--- config.mk ---
export PLATFORM = sky130hd
export DESIGN_NAME = nvram_upload_server
export DESIGN_NICKNAME = d
export VERILOG_FILES = /design/src/rtl/nvram_upload_server.sv
export SDC_FILE = /design/constraint.sdc
export NUM_CORES = 1
export LEC_CHECK = 0
export BUFFER_PORTS_ARGS = -buffer_cell sky130_fd_sc_hd__buf_4
export CAP_MARGIN = 20
export CORE_UTILIZATION = 54
export CTS_BUF_LIST = sky130_fd_sc_hd__clkbuf_4 sky130_fd_sc_hd__clkbuf_8
export DETAILED_ROUTE_END_ITERATION = 10
export PLACE_DENSITY = 0.87
export SYNTH_ARGS = -nofsm -noshare
export SYNTH_HDL_FRONTEND = slang
export SYNTH_SLANG_ARGS = --single-unit
--- constraint.sdc ---
create_clock -name clk_sys -period 2.7 [get_ports clk_sys]
set_clock_uncertainty 0.15 [all_clocks]
set_input_delay 0.54 -clock clk_sys [delete_from_list [all_inputs] [get_ports clk_sys]]
set_output_delay 0.54 -clock clk_sys [all_outputs]
set_load 0.02 [all_outputs]
--- src/rtl/nvram_upload_server.sv ---
// nvram_upload_server
// Serves core work-RAM bytes to the HPS during an ioctl upload (NVRAM /
// high-score save). The game CPU is held paused for the whole upload so the
// image is coherent. Offsets at or beyond LEN read back as 8'hFF without
// touching the RAM; every request costs the same number of cycles.
module nvram_upload_server #(
    parameter int                ADDR_W      = 16,
    parameter logic [ADDR_W-1:0] BASE_ADDR   = 16'h8000,
    parameter int                LEN         = 256,
    parameter int                RAM_LATENCY = 1
) (
    input  logic              clk_sys,
    input  logic              reset,
    input  logic              ioctl_upload,
    input  logic              ioctl_rd,
    input  logic [24:0]       ioctl_addr,
    output logic [7:0]        ioctl_din,
    output logic              ioctl_wait,
    output logic              pause_req,
    input  logic              pause_ack,
    output logic [ADDR_W-1:0] ram_addr,
    output logic              ram_rd,
    input  logic [7:0]        ram_q,
    output logic [15:0]       bytes_served
);

    typedef enum logic [1:0] {
        S_IDLE,
        S_PAUSE,
        S_READY,
        S_FETCH
    } state_t;

    // Latency counter is two bits wide; RAM_LATENCY is limited to 1..3.
    localparam logic [1:0]  LAT     = 2'(RAM_LATENCY);
    localparam logic [24:0] LEN_LIM = 25'(LEN);

    state_t            state_reg, state_next;
    logic [1:0]        cnt_reg, cnt_next;
    logic              oor_reg, oor_next;
    logic [7:0]        din_reg, din_next;
    logic              wait_reg, wait_next;
    logic              pause_reg, pause_next;
    logic [ADDR_W-1:0] addr_reg, addr_next;
    logic              rd_reg, rd_next;
    logic [15:0]       served_reg, served_next;

    // Full 25-bit compare so huge offsets never alias into the RAM window.
    logic in_range;
    assign in_range = (ioctl_addr < LEN_LIM);

    // State and registered outputs; reset wins over everything, mid-fetch too.
    always_ff @(posedge clk_sys) begin
        if (reset) begin
            state_reg  <= S_IDLE;
            cnt_reg    <= '0;
            oor_reg    <= 1'b0;
            din_reg    <= '0;
            wait_reg   <= 1'b0;
            pause_reg  <= 1'b0;
            addr_reg   <= '0;
            rd_reg     <= 1'b0;
            served_reg <= '0;
        end else begin
            state_reg  <= state_next;
            cnt_reg    <= cnt_next;
            oor_reg    <= oor_next;
            din_reg    <= din_next;
            wait_reg   <= wait_next;
            pause_reg  <= pause_next;
            addr_reg   <= addr_next;
            rd_reg     <= rd_next;
            served_reg <= served_next;
        end
    end

    // Next-state logic; losing ioctl_upload returns to IDLE from anywhere.
    always_comb begin
        state_next = state_reg;
        if (!ioctl_upload) begin
            state_next = S_IDLE;
        end else begin
            case (state_reg)
                S_IDLE:  state_next = S_PAUSE;
                S_PAUSE: if (pause_ack) state_next = S_READY;
                S_READY: if (ioctl_rd) state_next = S_FETCH;
                S_FETCH: if (cnt_reg == 2'd0) state_next = S_READY;
                default: state_next = S_IDLE;
            endcase
        end
    end

    // Output / datapath next values, registered above.
    always_comb begin
        cnt_next    = cnt_reg;
        oor_next    = oor_reg;
        din_next    = din_reg;
        wait_next   = wait_reg;
        pause_next  = pause_reg;
        addr_next   = addr_reg;
        rd_next     = 1'b0;
        served_next = served_reg;
        if (!ioctl_upload) begin
            // Abandon any fetch; served byte and count are left as they were.
            pause_next = 1'b0;
            wait_next  = 1'b0;
        end else begin
            case (state_reg)
                S_IDLE: begin
                    pause_next  = 1'b1;
                    wait_next   = 1'b1;
                    served_next = '0;
                end
                S_PAUSE: begin
                    if (pause_ack) wait_next = 1'b0;
                end
                S_READY: begin
                    if (ioctl_rd) begin
                        wait_next = 1'b1;
                        cnt_next  = LAT;
                        oor_next  = !in_range;
                        if (in_range) begin
                            addr_next = BASE_ADDR + ioctl_addr[ADDR_W-1:0];
                            rd_next   = 1'b1;
                        end
                    end
                end
                S_FETCH: begin
                    if (cnt_reg != 2'd0) begin
                        cnt_next = cnt_reg - 2'd1;
                    end else begin
                        din_next  = oor_reg ? 8'hFF : ram_q;
                        wait_next = 1'b0;
                        if (served_reg != 16'hFFFF) served_next = served_reg + 16'd1;
                    end
                end
                default: ;
            endcase
        end
    end

    assign ioctl_din    = din_reg;
    assign ioctl_wait   = wait_reg;
    assign pause_req    = pause_reg;
    assign ram_addr     = addr_reg;
    assign ram_rd       = rd_reg;
    assign bytes_served = served_reg;

endmodule

==> out/qor.csv <==
stage;metric;value;unit
sta;min_period;2.14;ns
setup_path;path_class;reg -> reg;
setup_path;cp_data_arrival_time;2.22;ns
synth;syn_inst;249;
sta;finalSetupViolations;0;
synth;synth_edf_count;0;
drt;via_per_inst;5.82;
synth;syn_avg_cell_area;8.64;sq um
synth;ys.flop_type;dfxtp_1;
sta;fin_hold_ws;0.333;ns
floorplan;fp.dieArea;0.00424;sq mm
clock_network;clockRootBuffer;clkbuf_8;
sta;final_hold_viol_count;0;
power;leakage;1.11;nW
clock_network;cts_resized;0;
setup_path;required;2.78;ns
sta;finalSetupTns;0;ns
finish;fillCellCount;301;
grt;grt_first_pass_wirelength;8690;um
finish;diodes;0;
sta;rsz0062_at_grt;no;
synth;synth.distinct_cells;42;
grt;grt_max_degree;41;
clock_network;cts_tree;done;
clock_network;path_clk_slew;0.10;ns
clock_network;clock_sinks;48;
setup_path;crit_start;cnt_reg[0]$_SDFFE_PP0P_;
finish;area_growth;33.8;%
run;cap_violations;0;
floorplan;die_y;65.1;um
floorplan;start_util;57.5;%
sta;max_clock_freq;468;MHz
setup_path;reg2reg_slack;0.56;ns
finish;seq_area;961;sq um
synth;syn_area;0.00215;sq mm
synth;ys_ff_latch;48;
setup_path;end_kind;flop;
grt;antenna_found_initial;0;
setup_path;worstPathMaxFanout;8;
synth;synth.most_common_cell;dfxtp_1;
floorplan;io_pins;81;
clock_network;cts_setup_buffers;0;
setup_path;worstSetupStartpointType;flop;
grt;grt.overflow.total;0;
drt;wire_per_inst;14.0;um
drt;ant_nets;0;
clock_network;clk_path_buf_depth;2;
grt;grtUsageTotal;26.3;%
setup_path;cp-endpoint;bytes_served[15]$_SDFFE_PP0P_;
drt;vias;2184;
synth;yosys_warnings;0;
synth;synth_commonest_cells;dfxtp_1 (48), nor2_1 (28), a21oi_1 (23), nor3_1 (19), nand3_1 (15);
synth;yosysTopAreaCellShare;44.7;%
finish;final_area;0.00288;sq mm
grt;grt_pass1_vias;2052;
clock_network;ctsHoldBuffers;0;
power;worst_ir_drop_vdd;0.450;mV
sta;relSlewSlack;58.6;%
synth;synth.area.top_cells;dfxtp_1 (45%), a21oi_1 (5.4%), nor2_1 (4.9%);
setup_path;r2r-start;cnt_reg[0]$_SDFFE_PP0P_;
finish;fin_nets;366;
setup_path;rr_endpoint;bytes_served[15]$_SDFFE_PP0P_;
clock_network;clk_latency;0.31;ns
synth;syn-num-nets;289;
clock_network;h-tree-depth;2;
place;port_buffers;80;
place;post-dp-hpwl;3920;um
drt;drc;0;
sta;slew_violations;0;
power;powerDensity;440;mW/mm^2
floorplan;rows;22;
outcome;outcome;complete, no violations;
drt;dr.pass1.iters;4;
drt;finalWirelength;5250;um
hold_path;hp-start;ram_addr[5]$_SDFFE_PP0P_;
finish;multi_input_area;0.00112;sq mm
place;dpl_cell_area;0.00278;sq mm
setup_path;r2r_cells;6;
sta;worst_pin_slew;0.616;ns
floorplan;core_area;0.00374;sq mm
place;finalWeightedCongestion;0.841;
sta;period_share;79.1;%
hold_path;hold_path_class;reg -> reg;
clock_network;cts_inserted_buffers;5;
finish;drive_gt1_share;30.9;%
synth;yosys.area.top_type;dfxtp_1;
drt;drtIter0Drc;173;
floorplan;fp.dieW;65.1;um
synth;ys_seq_area_share;44.7;%
synth;async_flop_share;0;%
[kinds of logic (layout without fill, tap and decap cells)]
logic type / after synthesis / count (layout) / share of synthesized area (%)
compound gates: 53 / 53 / 15.6
fa+ha+maj: 2 / 2 / 1.16
buf+inv: 17 / 95 / 3.26
flops: 48 / 48 / 44.7
mux: 9 / 9 / 4.30
simple gates: 120 / 120 / 30.9
[where the power goes]
part / internal (mW) / total (mW) / switching, mW
clock network: 0.191 / 0.452 / 0.261
logic: 0.0518 / 0.0964 / 0.0446
registers: 0.711 / 0.717 / 0.00596
[worst max-delay path: stages (launching register included)]
cell and delay (ns):
dfxtp_1 0.34, inv_1 0.06, ha_1 0.29, and4_1 0.37
o2111ai_2 0.22, or4_1 0.46, a21oi_1 0.18
[stage by stage]
step	setup WS (ns)	instances	util, %	total power [mW]
global route	0.443	375	76.9	1.31
floorplan	0.840	249	-	0.776
CTS	0.580	375	76.9	1.27
detailed placement	0.524	367	74.3	0.830
global placement	0.631	367	74.3	0.828
finish	0.563	375	76.9	1.27
[area by class of cell]
type,instances,area share [%]
Sequential cell,48,33.4
Inverter,3,0.391
Timing Repair Buffer,84,21.9
Clock buffer,5,2.39
Multi-Input combinational cell,184,38.9
Tap cell,48,2.09
Clock inverter,3,0.913
[how the worst min path moves through the flow]
stage	endpoint	cells after the start
final	ram_addr[5]$_SDFFE_PP0P_	2
after global routing	ram_addr[5]$_SDFFE_PP0P_	2
after CTS	ram_addr[0]$_SDFFE_PP0P_	2
after detailed placement	ram_addr[15]$_SDFFE_PP0P_	2
after global placement	ram_addr[15]$_SDFFE_PP0P_	2
after floorplan	cnt_reg[0]$_SDFFE_PP0P_	2
[cells in the final DEF, fill, tap and decap left out, drive strengths merged, types with 2 or more instances in the layout]
master / instances
a211oi: 7
a21oi: 23
and3: 2
and4: 5
buf: 84
clkbuf: 5
dfxtp: 48
ha: 2
inv: 5
mux2: 2
mux2i: 7
nand2: 11
nand2b: 2
nand3: 15
nand4: 6
nor2: 28
nor3: 20
nor3b: 8
nor4: 4
o21ai: 12
o31ai: 6
or2: 2
or3: 5
or4: 6
[metal layers]
| metal | up-vias | wire length [um] | track usage, % |
|---|---|---|---|
| met5 | - | 0 | 0 |
| met4 | 0 | 95 | 9.78 |
| met3 | 10 | 369 | 8.33 |
| met2 | 80 | 2650 | 45.7 |
| met1 | 1013 | 2130 | 30.0 |
| li1 | 1081 | - | - |
No activity file was read; power rests on OpenSTA's default activity.
